--- src/rtl/fetch_queue.sv ---
// Fetch-to-decode instruction queue: circular buffer of {pc, instr} entries with flush support.
// Outputs show only registered state; there is no bypass from the fetch side to decode.
module fetch_queue #(
    parameter int unsigned DEPTH     = 4,
    parameter logic [31:0] NOP_INSTR = 32'h00000013
) (
    input  logic                     clk,
    input  logic                     reset,
    input  logic                     in_valid,
    input  logic [63:0]              in_pc,
    input  logic [31:0]              in_instr,
    output logic                     in_ready,
    output logic                     out_valid,
    output logic [63:0]              out_pc,
    output logic [31:0]              out_instr,
    input  logic                     out_ready,
    input  logic                     flush,
    output logic [$clog2(DEPTH):0]   count
);

    localparam int unsigned PtrW = $clog2(DEPTH);
    localparam int unsigned CntW = PtrW + 1;

    logic [63:0]      pc_mem    [DEPTH];
    logic [31:0]      instr_mem [DEPTH];

    logic [PtrW-1:0]  wr_ptr_q, wr_ptr_d;
    logic [PtrW-1:0]  rd_ptr_q, rd_ptr_d;
    logic [CntW-1:0]  count_q, count_d;
    logic             push, pop;

    // in_ready deliberately ignores out_ready: a full queue never accepts, even while popping.
    assign in_ready  = (count_q < CntW'(DEPTH));
    assign out_valid = (count_q != '0);
    assign count     = count_q;

    assign push = in_valid && in_ready && !flush;
    assign pop  = out_valid && out_ready && !flush;

    always_comb begin
        wr_ptr_d = wr_ptr_q;
        rd_ptr_d = rd_ptr_q;
        count_d  = count_q;
        if (flush) begin
            wr_ptr_d = '0;
            rd_ptr_d = '0;
            count_d  = '0;
        end else begin
            // DEPTH is a power of two, so pointer overflow is the modulo wrap.
            if (push) wr_ptr_d = wr_ptr_q + PtrW'(1);
            if (pop)  rd_ptr_d = rd_ptr_q + PtrW'(1);
            case ({push, pop})
                2'b10:   count_d = count_q + CntW'(1);
                2'b01:   count_d = count_q - CntW'(1);
                default: count_d = count_q;
            endcase
        end
    end

    always_ff @(posedge clk or posedge reset) begin
        if (reset) begin
            wr_ptr_q <= '0;
            rd_ptr_q <= '0;
            count_q  <= '0;
        end else begin
            wr_ptr_q <= wr_ptr_d;
            rd_ptr_q <= rd_ptr_d;
            count_q  <= count_d;
        end
    end

    // Storage is not reset; validity is tracked by count_q alone.
    always_ff @(posedge clk) begin
        if (push) begin
            pc_mem[wr_ptr_q]    <= in_pc;
            instr_mem[wr_ptr_q] <= in_instr;
        end
    end

    always_comb begin
        out_pc    = '0;
        out_instr = NOP_INSTR;
        if (out_valid) begin
            out_pc    = pc_mem[rd_ptr_q];
            out_instr = instr_mem[rd_ptr_q];
        end
    end

endmodule

--- config.mk ---
export PLATFORM = sky130hd
export DESIGN_NAME = fetch_queue
export DESIGN_NICKNAME = d
export VERILOG_FILES = /design/src/rtl/fetch_queue.sv
export SDC_FILE = /design/constraint.sdc
export NUM_CORES = 1
export LEC_CHECK = 0
export CAP_MARGIN = 20
export CELL_PAD_IN_SITES_DETAIL_PLACEMENT = 2
export CELL_PAD_IN_SITES_GLOBAL_PLACEMENT = 2
export CORE_MARGIN = 2
export CORE_UTILIZATION = 42
export DETAILED_ROUTE_END_ITERATION = 10
export PLACE_DENSITY_LB_ADDON = 0.1
export SLEW_MARGIN = 20
export SYNTH_ARGS = -nofsm -noshare
export SYNTH_HDL_FRONTEND = slang
export SYNTH_SLANG_ARGS = --single-unit
--- constraint.sdc ---
create_clock -name clk -period 5.1 [get_ports clk]
set_clock_uncertainty 0.05 [all_clocks]
set_input_delay 1.02 -clock clk [delete_from_list [all_inputs] [get_ports clk]]
set_output_delay 1.02 -clock clk [all_outputs]
set_load 0.005 [all_outputs]
==> run metrics, run 1 <==
Avg Inst Size Synth 22.4 sq um; dpl cells 1313; DRC 0; status finished clean; Hold Path Class flop to flop; critical path buffer and inverter count 3; timing startpoint of the critical path count[0]; antenna-violating nets left 0; via count of the first global-routing pass 8302; Clk pin slew, worst setup/hold paths 0.06 ns; Unique masters post-synth 30; CP max-delay cell inv_2; Final Util 53.5%; Detail Placement HPWL 23300 microns; Fillers 3064; Max Buffers Root-to-Sink 3; critical path class flop to output pin; total of max-cap violations 0; sequential-to-total area share from yosys stat 78.0%; hold_sp wr_ptr_q[0]; Die ar. 37200 sq um; clock insertion delay at the later pin of the skew report 0.52 ns; first-pass GRT wire length 53900 microns; Synth Area in Simple Gates 4.80%; crit share post-route 82.9%; die width 193 microns; hold-fix buffers at CTS 0; Final TNS setup 0 ns; Post-Syn Instances 670; routed length per instance 26.4 microns; FP Rows 69; non-filler cells, final 1390; Req. time, crit path 4.03 ns; GPL Wtd Cong 0.710; initial antenna violation count 5; TritonRoute pass-1 iters 4; largest family of logic cells by synthesized area multiplexers; Mapped Nets 776; Synth Area in Adders 0.467%; fin crit period 4.23 ns; Synth Area in XOR/XNOR 0.234%; Area Growth Syn to Fin 26.2%; Initial Util 42.4%; RSZ-0062 raised after global routing no; final setup fails 0; Hold Fails Final Rpt 0; post-layout net count 1002; Root Driver clkbuf_16; post-CTS sizing 0; CP delay by family, top buffers and inverters; core box area 35400 sq um; LEAKAGE 0.00601 uW; H-tree depth 2; YS warnings 0; detailed-route via count 7238; I/O pin count 202; Worst VDD drop 0.348 mV; setup bufs post-CTS 0; Sink Count 391; CP Capture Type output pin; compound-gate portion of the synthesized area 0.459%; Design Area, Final 18900 sq um; total CTS buffers 42; CP Max Fanout 59; relative slew slack 32.9%; Cell Area, Placed 17600 sq um; Via-to-Cell Ratio 5.21; number of DRC markers in iteration 0 415; ratio of cells with drive above 1 in the final layout 19.4%; multiplexer area fraction after synthesis 14.5%; Slew @ Worst Pin 1.01 ns; Fmax 236 MHz; Die H 193 microns; Cell Chain, Critical Path nor3_2 > inv_2 > buf_4 > and2_1 > clkdlybuf4s50_1; Overflow after GRT 0; Yosys reg bits 391; largest net degree at the start of global routing 60; All-Layer GR Usage 20.0%; CTS tree done; Cell Area, Synth 15000 sq um; max incr delay on CP 0.71 ns; PD cells 417 nW/um^2; startpoint types flop; Critical Path AT 3.16 ns; worst r2r src count[0]; Port Buffers 201; Final Max Slew Viols 0; Post-Route WL 36700 microns; Worst Hold Margin 0.624 ns
==> logic make-up (layout without fill, tap and decap cells) <==
| group | after synthesis | in the layout |
|---|---|---|
| mux | 98 | 98 |
| flops | 391 | 391 |
| xor+xnor | 4 | 4 |
| compound gates | 11 | 11 |
| other cells | 0 | 3 |
| buf+inv | 42 | 298 |
| simple gates | 119 | 119 |
| fa+ha+maj | 5 | 5 |
==> routing by layer <==
| metal | track usage, % | share of wire, % |
|---|---|---|
| met1 | 26.0 | 42 |
| met2 | 35.5 | 53 |
| met3 | 3.62 | 4.2 |
| met4 | 4.28 | 1.4 |
| met5 | 0 | 0.068 |
==> per-stage QoR <==
stage,total power (uW),worst slack [ns]
after floorplan,4380,0.827
after global placement,5010,1.48
after detailed placement,5070,1.28
after CTS,8020,0.711
after global routing,8190,0.611
final,7890,0.871
==> cell type report <==
| cell class | instances | area [sq um] | share of cell area, % |
|---|---|---|---|
| Antenna cell | 3 | 7.51 | 0.0396 |
| Clock inverter | 22 | 181 | 0.958 |
| Sequential cell | 391 | 11700 | 61.9 |
| Inverter | 5 | 18.8 | 0.0991 |
| Timing Repair Buffer | 219 | 2220 | 11.7 |
| Tap cell | 461 | 577 | 3.05 |
| Clock buffer | 52 | 1130 | 5.97 |
| Multi-Input combinational cell | 237 | 3090 | 16.3 |
==> report_power, final <==
part / internal (uW) / switching (uW) / total (uW)
clock: 1720 / 1200 / 2920
combinational: 720 / 515 / 1230
sequential: 3650 / 81.2 / 3740
==> worst paths after layout <==
kind                               end  slack (ns)  cells after the start
setup reg to reg              count[2]        1.63                     10
hold / removal             wr_ptr_q[0]        0.62                      2
hold reg to reg            wr_ptr_q[0]        0.62                      2
max in group asynchronous  rd_ptr_q[1]        4.03                      2
min in group asynchronous     count[1]        0.70                      2
setup / recovery            out_pc[17]        0.87                      5
==> Yosys cell counts <==
| master | number | area (sq um) |
|---|---|---|
| nand2b_1 | 1 | 6.26 |
| inv_1 | 5 | 18.8 |
| edfxtp_1 | 384 | 11500 |
| a21o_1 | 2 | 15.0 |
| nor2_1 | 8 | 30.0 |
| mux2i_1 | 2 | 20.0 |
| fa_1 | 1 | 20.0 |
| xnor2_1 | 2 | 17.5 |
| or4b_1 | 1 | 10.0 |
| nand3_1 | 2 | 10.0 |
| a21oi_1 | 4 | 20.0 |
| nand2_1 | 3 | 11.3 |
| nor3_2 | 1 | 10.0 |
| or2_1 | 3 | 18.8 |
| clkbuf_2 | 1 | 5.00 |
| buf_12 | 1 | 20.0 |
| nor2b_1 | 2 | 12.5 |
| and2_1 | 97 | 607 |
| o21ai_0 | 2 | 10.0 |
| o22ai_1 | 1 | 6.26 |
| nor3_1 | 1 | 5.00 |
| ha_1 | 4 | 50.1 |
| dfrtp_1 | 7 | 175 |
| buf_6 | 3 | 33.8 |
| mux4_2 | 96 | 2160 |
| a221oi_1 | 2 | 17.5 |
| clkbuf_1 | 16 | 60.1 |
| buf_4 | 1 | 7.51 |
| xor2_1 | 2 | 17.5 |
| buf_2 | 15 | 75.1 |
==> worst register-to-register path, delay by kind of cell (launching register included) <==
family / cells / cell delay [ns]
AND/OR/NAND/NOR: 5 / 1.32
flip-flops: 1 / 0.50
adder cells (fa/ha/maj): 1 / 0.42
AO/OA/AOI/OAI: 2 / 0.20
buffers and inverters: 2 / 0.91
==> registers in the layout, summed over array words and instances, names as in the netlist <==
register,flops
rd_ptr_q,2
count,3
wr_ptr_q,2
instr_mem,128
pc_mem,256
==> cells in the final DEF (no fill, tap or decap), types with 3 or more instances in the layout <==
cell type,instances
clkinv_1,9
clkdlybuf4s50_1,201
mux4_2,96
a21oi_1,4
clkbuf_1,7
buf_4,12
clkinv_2,8
buf_12,6
edfxtp_1,384
clkbuf_16,43
nor2_1,8
diode_2,3
or2_1,3
bufinv_16,3
ha_1,4
and2_4,4
nand2_1,3
and2_1,93
dfrtp_1,5
inv_1,4
Note: power is estimated with default switching activity, not from simulation.
==> run 2, diff against run 1 <==
CORE_UTILIZATION = 38   (was 42)
clock period = 3.6 ns   (was 5.1 ns; I/O delays follow)
==> run metrics, run 2 (synthesis gave the netlist of run 1 again) <==
status finished clean; CP Capture Type output pin; Initial Util 38.6% (-3.7 points); Final Max Slew Viols 0 (unchanged); Fillers 3421 (+12%); Slew @ Worst Pin 0.484 ns (-0.522 ns); non-filler cells, final 1450 (+4.3%); max reg flops 256 (unchanged); part of the power in combinational logic 16.7% (+1.0 points); reg-to-reg slack, setup 0.95 ns (-0.68 ns); cell-internal power 8460 uW (+39%); LEAKAGE 0.00603 uW (+0.31%); antenna-violating nets left 0 (unchanged); Flop pwr share 47.6% (+0.2 points); switching share of power 23.1% (+0.37 points); clock insertion delay at the later pin of the skew report 0.56 ns (+0.04 ns); Hold Fails Final Rpt 0 (unchanged); number of DRC markers in iteration 0 311 (-25%); Biggest register pc_mem; final setup fails 0 (unchanged); largest net degree at the start of global routing 69 (+15%); PD cells 576 nW/um^2 (+38%); Die H 203 microns (+5.0%); fin crit period 3.42 ns; routed length per instance 23.9 microns (-9.3%); setup bufs post-CTS 0 (unchanged); FP Rows 72 (+4.3%); Port Buffers 201 (unchanged); commonest cells after routing, fill and taps aside edfxtp_1, clkdlybuf4s50_1, mux4_2; GPL Wtd Cong 0.710 (+0.11%); core box area 38800 sq um (+9.7%); ratio of cells with drive above 1 in the final layout 19.0% (-0.43 points); Clk pin slew, worst setup/hold paths 0.06 ns (about the same); Die ar. 41100 sq um (+10%); All-Layer GR Usage 17.3% (-2.8 points); hold-fix buffers at CTS 0 (unchanged); post-CTS sizing 0 (unchanged); I/O pin count 202 (unchanged); post-layout net count 1007 (+0.50%); crit share post-route 95.1%; TritonRoute pass-1 iters 4 (unchanged); Critical Path AT 2.65 ns (-0.51 ns); total of max-cap violations 0 (unchanged); commonest non-fill, non-tap cell in the layout edfxtp_1; Switch Pwr 2550 uW (+42%); Hold Path Class input port to asynchronous set/reset pin; Sink Count 391 (unchanged); DRC 0 (unchanged); Final TNS setup 0 ns (unchanged); initial antenna violation count 3 (-2); die width 203 microns (+5.0%); critical path class flop to output pin; register area 11700 sq um (unchanged); Detail Placement HPWL 21100 microns (-9.5%); via count of the first global-routing pass 8453 (+1.8%); Req. time, crit path 2.83 ns (-1.20 ns); dpl cells 1373 (+4.6%); Via-to-Cell Ratio 5.00 (-4.0%); Max Buffers Root-to-Sink 3 (unchanged); CTS tree done; first-pass GRT wire length 52800 microns (-2.0%); Root Driver clkbuf_16; startpoint types flop; H-tree depth 2 (unchanged); area occupied by multi-input gates 3090 sq um (unchanged); CP Max Fanout 25 (-58%); Fmax 292 MHz; Worst VDD drop 0.394 mV (+13%); total CTS buffers 43 (+2.4%); Overflow after GRT 0 (unchanged); RSZ-0062 raised after global routing no; relative slew slack 67.7% (+35 points); Area Growth Syn to Fin 27.5%; FF-to-FF path depth 9 (-1); Post-Route WL 34700 microns (-5.4%); detailed-route via count 7252 (+0.19%); Clk pwr share 35.7% (-1.3 points)
run 2: cell types whose count changed in the layout (fill, tap and decap cells not counted), moves of 2 or more:
cell / previous run / this run
bufinv_16: 3 / 0
clkbuf_8: 2 / 0
clkbuf_1: 7 / 10
clkbuf_16: 43 / 45
buf_12: 6 / 15
buf_4: 12 / 3
diode_2: 3 / 1
clkinv_1: 9 / 14
clkinv_2: 8 / 4
buf_6: 0 / 2
run 2: cell type report:
type | instances | share of cell area, %
diodes | 1 | 0.0131
clock buffers | 54 | 5.95
clock inverters | 21 | 0.556
inverters | 5 | 0.0981
multi-input cells | 237 | 16.1
flip-flops and latches | 391 | 61.2
well taps | 518 | 3.39
repair buffers | 223 | 12.6
run 2: critical path, cell delays in order, from the launching register on:
cell             delay, ns
dfrtp_4               0.51
buf_6                 0.37
mux4_2                0.56
and2_1                0.19
clkdlybuf4s50_1       0.46
run 2: power groups by stage:
stage / clock network (uW) / registers, uW / logic, uW
floorplan: 0 / 5300 / 896
global placement: 0 / 5320 / 1830
detailed placement: 0 / 5340 / 1860
CTS: 4080 / 5240 / 1880
global route: 4230 / 5260 / 1990
finish: 3930 / 5250 / 1830
run 2: routing by layer:
metal | track usage (%) | share of wire (%)
met1 | 21.2 | 41
met2 | 29.7 | 51
met3 | 5.07 | 6.1
met4 | 4.82 | 2.0
met5 | 0 | 0.037
run 2: final timing paths:
path,from,end
min in group clk,wr_ptr_q[0],wr_ptr_q[0]
worst max register to register,count[0],count[2]
max in group asynchronous,reset,rd_ptr_q[1]
worst min-delay path,reset,count[2]
worst min register to register,wr_ptr_q[0],wr_ptr_q[0]
worst max-delay path,rd_ptr_q[0],out_instr[20]
run 2: metrics by stage:
step / utilization (%) / worst slack, ns / cell area (sq um) / total power (uW) / hold WS (ns)
3_3_place_gp: 45.9 / 0.516 / 17800 / 7150 / 0.538
5_1_grt: 49.3 / 0.0271 / 19100 / 11500 / 0.356
2_1_floorplan: - / 0.693 / 15000 / 6200 / 0.473
3_5_place_dp: 45.9 / 0.491 / 17800 / 7200 / 0.610
6_report: 49.3 / 0.178 / 19100 / 11000 / 0.355
4_1_cts: 49.1 / 0.0194 / 19100 / 11200 / 0.324
==> run 3, diff against run 2 <==
CORE_UTILIZATION = 40   (was 38)
CTS_BUF_LIST = sky130_fd_sc_hd__clkbuf_8   (was not set)
==> run metrics, run 3 (synthesis gave the netlist of run 1 again) <==
FP Rows 70 (-2.8%); die width 198 microns (-2.5%); Area Growth Syn to Fin 27.0%; total of max-cap violations 0 (unchanged); Via-to-Cell Ratio 5.20 (+4.0%); R2R Path End count[2]; reg-to-reg slack, setup 0.76 ns (-0.19 ns); Max Buffers Root-to-Sink 3 (unchanged); clock insertion delay at the later pin of the skew report 0.59 ns (+0.03 ns); Final TNS setup 0 ns (unchanged); Fmax 292 MHz (about the same); critical path class flop to output pin; Slew @ Worst Pin 0.533 ns (+0.0487 ns); TritonRoute pass-1 iters 4 (unchanged); Req. time, crit path 2.83 ns (about the same); Worst VDD drop 0.280 mV (-29%); hold-fix buffers at CTS 0 (unchanged); Worst Hold Margin 0.342 ns (-0.0138 ns); initial antenna violation count 3 (unchanged); CP max-delay cell dfrtp_4; Fillers 3170 (-7.3%); CP delay by family, top buffers and inverters; CP Max Fanout 32 (+28%); relative slew slack 64.5% (-3.2 points); FF-to-FF path depth 9 (unchanged); LEAKAGE 0.00613 uW (+1.8%); Die ar. 39100 sq um (-4.9%); Cell Area, Placed 17800 sq um (about the same); commonest non-fill, non-tap cell in the layout edfxtp_1; register area 11700 sq um (about the same); dpl cells 1328 (-3.3%); Place WS 0.270 ns (-0.221 ns); non-filler cells, final 1450 (unchanged); Biggest register pc_mem; max reg flops 256 (unchanged); total CTS buffers 68 (+58%); post-layout net count 1036 (+2.9%); status finished clean; Port Buffers 201 (unchanged); Detail Placement HPWL 23900 microns (+13%); All-Layer GR Usage 19.5% (+2.2 points); ratio of cells with drive above 1 in the final layout 21.4% (+2.4 points); max incr delay on CP 0.75 ns (+0.19 ns); RSZ-0062 raised after global routing no; area occupied by multi-input gates 3090 sq um (+0.20%); crit share post-route 95.1% (about the same); commonest cells after routing, fill and taps aside edfxtp_1, clkdlybuf4s50_1, mux4_2; Hold Path Class input port to asynchronous set/reset pin; Root Driver clkbuf_8; critical path buffer and inverter count 2 (unchanged); fin crit period 3.42 ns (+0.00276 ns); number of DRC markers in iteration 0 336 (+8.0%); worst r2r src count[0]; Critical Path AT 2.65 ns (about the same); first-pass GRT wire length 55700 microns (+5.6%); largest net degree at the start of global routing 43 (-38%); Clk pin slew, worst setup/hold paths 0.06 ns (about the same); Final Max Slew Viols 0 (unchanged); Sink Count 391 (unchanged); Overflow after GRT 0 (unchanged); PD cells 564 nW/um^2 (-2.0%); via count of the first global-routing pass 8860 (+4.8%); Cell Chain, Critical Path buf_12 > mux4_2 > and2_1 > clkdlybuf4s50_1; CTS tree done; H-tree depth 3 (+1); final setup fails 0 (unchanged); antenna-violating nets left 0 (unchanged); detailed-route via count 7543 (+4.0%); core box area 36800 sq um (-5.3%); CP Capture Type output pin; Design Area, Final 19100 sq um (-0.39%); Hold Fails Final Rpt 0 (unchanged); Initial Util 40.8% (+2.1 points); routed length per instance 25.3 microns (+5.7%); Post-Route WL 36700 microns (+5.7%); startpoint types flop; final worst slack 0.175 ns (-0.00276 ns); Die H 198 microns (-2.5%); DRC 0 (unchanged); I/O pin count 202 (unchanged)
## run 3: cell count changes in the layout (fill, tap and decap cells not counted), sizes merged
cell	change
inv	+21
clkbuf	+17
buf	+5
clkinv	+4
bufinv	+1
clkinvlp	+1
diode	+1
## run 3: report_power, final
group          internal (uW)  total, uW  switching (uW)
clock network           1910       3650            1740
registers               5180       5250            72.0
logic                   1060       1850             790
total                   8140      10700            2600
## run 3: cell type report
cell class	instances	share of cell area (%)
sequential	391	61.5
multi-input combinational	237	16.2
timing repair buffer	227	12.7
clock buffer	72	5.20
tap	468	3.07
clock inverter	48	1.13
inverter	5	0.112
antenna	2	0.0263
## run 3: per-stage QoR
stage	power, uW	utilization (%)
4_1_cts	10900	51.7
5_1_grt	11200	51.8
3_3_place_gp	7110	48.5
6_report	10700	51.8
3_5_place_dp	7220	48.5
2_1_floorplan	6200	-
## run 3: worst register-to-register path, stage by stage, from the launching register on
cell,delay (ns)
dfrtp_2,0.50
nor3_4,0.34
inv_4,0.19
nand2_1,0.17
nor3_1,0.08
fa_1,0.44
or4b_1,0.55
o22ai_1,0.19
a21oi_1,0.10
nor2_1,0.15
## run 3: worst max-delay path by stage
stage / from / to / depth (start not counted)
floorplan: in_valid / instr_mem[0][0] / 4
global placement: in_valid / pc_mem[0][41] / 6
detailed placement: in_valid / pc_mem[2][40] / 6
CTS: rd_ptr_q[0] / out_pc[55] / 4
global route: rd_ptr_q[1] / out_pc[23] / 4
finish: rd_ptr_q[1] / out_pc[23] / 4
## run 3: what timing repair did
| item | in CTS | in global routing |
|---|---|---|
| hold endpoints to repair | 0 | 0 |
| setup endpoints to repair | 28 | 45 |
| gates resized for setup | 1 | 4 |
| setup buffers | 0 | 0 |
## run 3: per-layer routing
layer	vias to the layer above	GRT usage (%)	share of wire [%]
met3	66	4.63	5.3
met4	4	7.02	2.2
li1	3260	-	-
met2	223	33.2	51
met1	3990	24.4	42
met5	-	0	0.071
